File: config.mk
export PLATFORM = sky130hd
export DESIGN_NAME = aes_seq_ctrl
export DESIGN_NICKNAME = d
export VERILOG_FILES = /design/src/rtl/aes_seq_ctrl.sv
export SDC_FILE = /design/constraint.sdc
export NUM_CORES = 1
export LEC_CHECK = 0
export CORE_AREA = 10 10 179 181
export DETAILED_ROUTE_END_ITERATION = 8
export DIE_AREA = 0 0 189 191
export PLACE_DENSITY_LB_ADDON = 0.1
export RECOVER_POWER = 25
export SLEW_MARGIN = 20
export SYNTH_ARGS = -nofsm -noshare
export SYNTH_HDL_FRONTEND = slang
export SYNTH_SLANG_ARGS = --single-unit
File: constraint.sdc
create_clock -name clk -period 2.45 [get_ports clk]
set_input_delay 0.49 -clock clk [delete_from_list [all_inputs] [get_ports clk]]
set_output_delay 0.49 -clock clk [all_outputs]
set_load 0.02 [all_outputs]
File: src/rtl/aes_seq_ctrl.sv
// aes_seq_ctrl: feeds extractor blocks to AES, then drains ciphertext bytes into the encrypted FIFO
module aes_seq_ctrl #(
  parameter int BLOCK_BYTES = 16,
  parameter int TIMEOUT     = 64
) (
  input  logic         clk,
  input  logic         n_rst,
  input  logic         blk_ready,
  input  logic [127:0] blk_data,
  output logic         blk_ack,
  output logic         aes_start,
  output logic [127:0] aes_din,
  input  logic         aes_complete,
  input  logic [127:0] aes_dout,
  output logic         push_en,
  output logic [7:0]   push_data,
  input  logic         fifo_full,
  input  logic         flush,
  output logic         busy,
  output logic         timeout_err,
  output logic [15:0]  blocks_done
);
  localparam int CW = $clog2(BLOCK_BYTES);
  localparam int TW = $clog2(TIMEOUT);
  typedef enum logic [2:0] {IDLE, LOAD, START, WAIT, DRAIN, ERR} state_t;
  state_t         state_q, state_d;
  logic [127:0]   din_q, din_d, cipher_q, cipher_d, cipher_sh;
  logic [CW-1:0]  cnt_q, cnt_d;
  logic [TW-1:0]  timer_q, timer_d;
  logic [15:0]    done_q, done_d;
  logic           err_q, err_d;
  assign blk_ack     = state_q == LOAD && !flush;
  assign aes_start   = state_q == START && !flush;
  assign push_en     = state_q == DRAIN && !fifo_full && !flush;
  assign cipher_sh   = cipher_q << {cnt_q, 3'b000};
  assign push_data   = cipher_sh[127:120];
  assign aes_din     = din_q;
  assign busy        = state_q != IDLE;
  assign timeout_err = err_q;
  assign blocks_done = done_q;
  always_comb begin
    state_d  = state_q;
    din_d    = din_q;
    cipher_d = cipher_q;
    cnt_d    = cnt_q;
    timer_d  = timer_q;
    done_d   = done_q;
    err_d    = err_q;
    if (flush) begin
      state_d = IDLE;
      err_d   = 1'b0;
      cnt_d   = '0;
      timer_d = '0;
    end else begin
      case (state_q)
        IDLE: if (blk_ready) begin
          din_d   = blk_data;
          state_d = LOAD;
        end
        LOAD: state_d = START;
        START: begin
          timer_d = '0;
          state_d = WAIT;
        end
        // completion takes precedence over the watchdog expiring in the same cycle
        WAIT: if (aes_complete) begin
          cipher_d = aes_dout;
          cnt_d    = '0;
          state_d  = DRAIN;
        end else if (timer_q == TW'(TIMEOUT - 1)) begin
          err_d   = 1'b1;
          state_d = ERR;
        end else timer_d = timer_q + 1'b1;
        DRAIN: if (!fifo_full) begin
          cnt_d = cnt_q + 1'b1;
          if (cnt_q == CW'(BLOCK_BYTES - 1)) begin
            done_d  = done_q + 16'd1;
            state_d = IDLE;
          end
        end
        ERR: state_d = ERR;
        default: state_d = IDLE;
      endcase
    end
  end
  always_ff @(posedge clk) begin
    if (n_rst) begin
      state_q  <= IDLE;
      din_q    <= '0;
      cipher_q <= '0;
      cnt_q    <= '0;
      timer_q  <= '0;
      done_q   <= '0;
      err_q    <= 1'b0;
    end else begin
      state_q  <= state_d;
      din_q    <= din_d;
      cipher_q <= cipher_d;
      cnt_q    <= cnt_d;
      timer_q  <= timer_d;
      done_q   <= done_d;
      err_q    <= err_d;
    end
  end
endmodule

==> results of run 1 <==
## per-stage QoR
step                instance area, µm²  worst slack (ns)  hold slack (ns)
global route                     17400            -0.256            0.332
finish                           17400            -0.206            0.332
detailed placement               15900            -0.391            0.445
CTS                              17100            -0.212            0.318
global placement                 15900            -0.380            0.440
floorplan                        11200            0.0509            0.433
## logic make-up (layout without fill, tap and decap cells)
| logic type | after synthesis | after routing | synth area share, % |
|---|---|---|---|
| other cells | 0 | 3 | 0 |
| xor+xnor | 5 | 5 | 0.391 |
| fa+ha+maj | 3 | 3 | 0.335 |
| mux | 51 | 51 | 6.36 |
| simple gates | 602 | 602 | 21.7 |
| compound gates | 333 | 333 | 16.0 |
| buf+inv | 115 | 544 | 4.12 |
| flops | 286 | 286 | 51.1 |
## cell type report
cell class	instances	area share, %
clock inverters	6	0.605
repair buffers	479	27.8
clock buffers	53	5.90
diodes	3	0.0432
multi-input cells	994	29.8
flip-flops and latches	286	33.0
well taps	384	2.76
inverters	6	0.130
## synth_stat cells, types with 2 or more instances
master    instances
ha_1              3
inv_1             6
buf_6             4
o31ai_1           6
or4_1             7
a22oi_1           9
nand3b_1          4
a31oi_1           2
nor2_1           21
and4_1            2
xnor2_1           4
nor2b_1           3
nand3_1           7
a21oi_1         274
or3_1             8
and2_1            2
dfxtp_1         286
nor3_1            2
o21ai_0          18
mux2i_1          34
buf_1             3
or4b_4            2
or2_2             2
nand4_1           3
nand2_1         529
and3_1            2
a221oi_1         16
mux4_2           16
nor4_1            2
clkbuf_1        102
## flip-flops by register name, summed over array words and instances, names as in the netlist
register and cells:
timeout_err 1, aes_din 128, cipher_q 128, blocks_done 16, cnt_q 4, state_q 3
timer_q 6
## what timing repair did
item | CTS | global route
buffers inserted | 9 | 13
pin swaps | 0 | 15
hold buffers | 0 | 0
cloned | 0 | 2
endpoints found under the hold margin | 0 | 0
endpoints found under the setup margin | 12 | 12
gates resized for setup | 42 | 56
## per-layer routing
layer  global-route usage (%)  vias to the layer above  part of all wire (%)
met2                     37.5                      312                    49
met1                     27.0                     5151                    42
met5                        0                        -                     0
met3                     5.96                       64                   6.5
met4                     5.98                        0                   2.3
li1                         -                     5494                     -
## worst max-delay path: stages, from the launching register on
cell and delay (ns):
dfxtp_4 0.46, clkbuf_16 0.19, mux4_2 0.55, a22oi_2 0.22
nand2_2 0.10, buf_6 0.14
## power by group through the flow
| stage | combinational [µW] | clock [µW] | sequential, µW |
|---|---|---|---|
| floorplan | 260 | 0 | 5030 |
| global placement | 1140 | 0 | 4900 |
| detailed placement | 1140 | 0 | 4910 |
| CTS | 1150 | 5200 | 4800 |
| global route | 1210 | 5380 | 4810 |
| finish | 1130 | 5100 | 4800 |
## worst max-delay path by stage
stage,startpoint,end,slack (ns),cells after the start
detailed placement,cnt_q[2]$_SDFFE_PP0P_,push_data[4],-0.39,6
CTS,cnt_q[0]$_SDFFE_PP0P_,push_data[7],-0.21,5
finish,cnt_q[0]$_SDFFE_PP0P_,push_data[3],-0.21,5
global route,cnt_q[0]$_SDFFE_PP0P_,push_data[3],-0.26,5
global placement,cnt_q[2]$_SDFFE_PP0P_,push_data[3],-0.38,6
floorplan,cnt_q[0]$_SDFFE_PP0P_,push_data[0],0.05,5
==> flow_metrics.py, run 1 <==
metrics = {
    "yosys": {
        "synth.yosys.seq_area_share_pct": 51.1,
        "ys_types": 46,
        "syn_inst": 1395,
        "synth_ff_type": "dfxtp_1",
        "ys_ff_latch": 286,
        "synth_enable_flop_cells": 0,
        "synthTopCellsByArea": "dfxtp_1 (51%), nand2_1 (18%), a21oi_1 (12%)",
        "yosys_warnings": 0,
        "syn_area_um2": 11200,
        "yosysTopAreaCellShare_pct": 51.1,
        "synth_top_area_cell": "dfxtp_1",
        "synth_nets": 1660,
        "async_flop_share_pct": 0,
        "syn_avg_cell_area_um2": 8.03,
    },
    "sta": {
        "skew_ns": 0.0130,
        "fmax_ghz": 0.377,
        "tightest_slew_ns": 0.888,
        "setup_viol": 9,
        "hold_viol_final": 0,
        "tns_ns": -1.22,
        "relSlewSlack_pct": 40.8,
        "fin_ws_ns": -0.206,
        "post-route-period-util_pct": 108,
        "rsz0062_at_grt": "yes",
        "finalMaxSlewViolations": 0,
        "layout_min_cycle_time_ns": 2.66,
    },
    "critical_path": {
        "crit_fanout": 7,
        "crit_required_ns": 1.96,
        "reg2reg_from": "cnt_q[0]$_SDFFE_PP0P_",
        "start_kind": "flop",
        "critPathKind": "reg -> out",
        "crit_arrival_ns": 2.17,
        "rr_worst_depth": 7,
        "r2r_slack_ns": 0.08,
        "worstSetupEndpointType": "primary output",
        "r2r_end": "blocks_done[15]$_SDFFE_PP0P_",
    },
    "power": {
        "powerDensity_nw_per_um2": 635,
        "irDropWorstVdd_mv": 0.518,
        "p_seq_share_pct": 43.5,
        "p_total_uw": 11000,
        "comb_power_share_pct": 10.2,
        "p_sw_uw": 2470,
        "switching_share_pct": 22.4,
        "p_leak_uw": 0.00599,
        "p_int_uw": 8570,
        "clockPowerShare_pct": 46.2,
    },
    "placed_design": {
        "gp_congestion": 0.861,
        "io_buffer_count": 418,
        "dp_hpwl_mm": 31.1,
        "dp_cells": 2125,
    },
    "global_route": {
        "grt_pass1_vias": 10600,
        "grt_max_degree": 131,
        "grt_usage_pct": 22.0,
        "antenna_found_initial": 3,
        "grt_pass1_wl_mm": 63.1,
        "grt-ovfl-total": 0,
    },
    "cells_and_area": {
        "fin_cells": 2211,
        "multi_input_comb_area_um2": 5180,
        "mostFrequentLayoutCells": "nand2_1 (524), clkdlybuf4s50_1 (389), dfxtp_1 (284)",
        "layout.nets": 2066,
        "final_common_cell": "nand2_1",
        "regArea_um2": 5730,
        "area_growth_pct": 55.2,
        "fill_cells": 2558,
        "drive_gt1_share_pct": 9.38,
        "final_core_util_pct": 61.0,
    },
    "routing": {
        "routed_via_density": 4.98,
        "drt.antenna.violating_nets": 0,
        "vias": 11000,
        "wl_mm": 42.4,
        "drcViolationCount": 0,
        "drt-pass1-iter-count": 5,
        "drtIter0Drc": 731,
        "wl_per_cell_um": 19.2,
    },
    "die": {
        "dieWidth_um": 189,
        "initial_core_util_pct": 39.3,
        "rows": 62,
        "coreArea_um2": 28500,
        "pin_count": 419,
        "die_h_um": 191,
        "dieArea_um2": 36100,
    },
    "job": {
        "cap_viol_max_count": 0,
    },
    "clock_network": {
        "clkTransAtPathRegs_ns": 0.06,
        "cts_buffer_depth": 3,
        "tritoncts": "done",
        "cts_buffers": 34,
        "htree_levels": 2,
        "clk_latency_ns": 0.50,
        "cts_num_sinks": 286,
        "cts_root_buf": "clkbuf_16",
    },
    "min_path": {
        "worst_hold_path.endpoint": "blocks_done[6]$_SDFFE_PP0P_",
        "hold_path_startpoint": "n_rst",
        "hold_depth": 2,
        "min_path_type": "in -> reg",
    },
    "run_status": {
        "status": "finished with violations",
        "violations": "negative setup slack",
    },
}
Note: power is estimated with default switching activity, not from simulation.
==> run 2, diff against run 1 <==
--- a/config.mk
+++ b/config.mk
@@ -5,10 +5,10 @@
 export SDC_FILE = /design/constraint.sdc
 export NUM_CORES = 1
 export LEC_CHECK = 0
-export CORE_AREA = 10 10 179 181
+export CORE_AREA = 8 8 177 179
 export DETAILED_ROUTE_END_ITERATION = 8
-export DIE_AREA = 0 0 189 191
-export PLACE_DENSITY_LB_ADDON = 0.1
+export DIE_AREA = 0 0 185 187
+export PLACE_DENSITY = 0.76
 export RECOVER_POWER = 25
 export SLEW_MARGIN = 20
 export SYNTH_ARGS = -nofsm -noshare
==> run 2 against run 1 <==
Net effect: wire length fell by 2.0%; critical path depth rose by 1; setup slack got worse by 0.079 ns; largest cell class unchanged; clock-buffer cell count fell by 8; the flow still finishes with violations (negative setup slack); first-iteration DRC count rose by 24%.
==> flow_metrics.py, run 2 (same netlist as run 1, synthesis figures left out) <==
metrics = {
    "power": {
        "powerDensity_nw_per_um2": 613,
        "p_total_uw": 10500,
        "irDropWorstVdd_mv": 0.465,
        "p_leak_uw": 0.00581,
    },
    "cells_and_area": {
        "layout.nets": 2050,
        "drive_gt1_share_pct": 8.41,
        "mostFrequentLayoutCells": "nand2_1 (525), clkdlybuf4s50_1 (404), dfxtp_1 (284)",
        "fill_cells": 2434,
        "area_growth_pct": 53.2,
        "final_common_cell": "nand2_1",
        "final_core_util_pct": 60.4,
        "fin_cells": 2198,
        "multi_input_comb_area_um2": 5140,
        "regArea_um2": 5730,
    },
    "clock_network": {
        "clkTransAtPathRegs_ns": 0.06,
        "cts_root_buf": "clkbuf_16",
        "cts_num_sinks": 286,
        "tritoncts": "done",
        "htree_levels": 1,
        "cts_buffers": 31,
        "cts_buffer_depth": 3,
        "clk_latency_ns": 0.56,
    },
    "critical_path": {
        "start_kind": "flop",
        "worstSetupEndpointType": "primary output",
        "crit_fanout": 6,
        "critPathSlowestCell": "a221oi_1",
        "critPathKind": "reg -> out",
        "crit_arrival_ns": 2.25,
        "slowest_delay_ns": 0.53,
        "r2r_slack_ns": 0.09,
        "cp_cell_sequence": "buf_4 -> mux2i_1 -> a221oi_1 -> o21ai_0 -> nand2_2 -> buf_6",
        "critPathBufInv": 2,
        "critPathTopFamily": "compound AO/OA/AOI/OAI gates",
        "crit_required_ns": 1.96,
    },
    "placed_design": {
        "dp_cells": 2129,
        "detailedPlace.worstSlack_ns": -0.442,
        "io_buffer_count": 418,
        "dp_hpwl_mm": 31.2,
        "gp_congestion": 0.914,
    },
    "sta": {
        "tns_ns": -1.82,
        "skew_ns": 0.0214,
        "tightest_slew_ns": 1.02,
        "rsz0062_at_grt": "yes",
        "fmax_ghz": 0.366,
        "fin_ws_ns": -0.285,
        "setup_viol": 8,
        "hold_viol_final": 0,
        "layout_min_cycle_time_ns": 2.74,
        "post-route-period-util_pct": 112,
        "relSlewSlack_pct": 31.9,
        "finalMaxSlewViolations": 0,
    },
    "routing": {
        "vias": 11400,
        "drcViolationCount": 0,
        "routed_via_density": 5.17,
        "drt-pass1-iter-count": 5,
        "drt.antenna.violating_nets": 0,
        "drtIter0Drc": 905,
        "wl_mm": 41.5,
        "wl_per_cell_um": 18.9,
    },
    "die": {
        "pin_count": 419,
        "dieWidth_um": 185,
        "rows": 62,
        "initial_core_util_pct": 39.5,
        "coreArea_um2": 28400,
        "dieArea_um2": 34600,
        "die_h_um": 187,
    },
    "global_route": {
        "grt-ovfl-total": 0,
        "grt_usage_pct": 22.4,
        "grt_max_degree": 150,
        "grt_pass1_vias": 10800,
        "antenna_found_initial": 8,
        "grt_pass1_wl_mm": 61.7,
    },
    "job": {
        "cap_viol_max_count": 0,
    },
    "min_path": {
        "min_path_type": "in -> reg",
    },
    "run_status": {
        "violations": "negative setup slack",
        "status": "finished with violations",
    },
}
## run 2: where the power goes
part / total (µW) / switching [µW] / internal (µW)
clock: 4570 / 1870 / 2700
sequential: 4810 / 51.1 / 4750
combinational: 1150 / 512 / 636
total: 10500 / 2440 / 8090
## run 2: final cells by class
class | count | area share [%]
Clock inverter | 11 | 0.554
Sequential cell | 286 | 33.4
Inverter | 6 | 0.131
Clock buffer | 45 | 5.35
Timing Repair Buffer | 466 | 27.7
Multi-Input combinational cell | 994 | 30.0
Tap cell | 384 | 2.80
Antenna cell | 6 | 0.0875
## run 2: metal layers
metal	share of wire (%)	global-route usage, %	vias to the layer above
met3	8.0	5.26	100
met2	48	37.4	490
li1	-	-	5449
met1	40	27.0	5323
met4	4.5	9.61	4
met5	0.065	0	-
## run 2: timing repair
item,CTS,global route
setup buffers,6,0
setup endpoints to repair,12,9
resized for setup,69,16
pin swaps,14,6
hold buffers,0,0
gates cloned,1,1
## run 2: metrics by stage
| step | instance area [µm²] | hold WS [ns] |
|---|---|---|
| floorplan | 11200 | 0.433 |
| global placement | 15900 | 0.440 |
| detailed placement | 15900 | 0.446 |
| CTS | 17100 | 0.186 |
| global route | 17200 | 0.198 |
| finish | 17200 | 0.214 |
## run 2: path summary, 6_finish.rpt
check                                         startpoint  depth (start not counted)                      endpoint
worst min register to register  aes_din[43]$_SDFFE_PP0P_                          2      aes_din[43]$_SDFFE_PP0P_
worst max register to register   state_q[2]$_SDFFE_PP0P_                          6     cipher_q[23]$_SDFFE_PP0P_
worst min-delay path                               n_rst                          2  blocks_done[11]$_SDFFE_PP0P_
worst max-delay path               cnt_q[0]$_SDFFE_PP0P_                          6                  push_data[7]
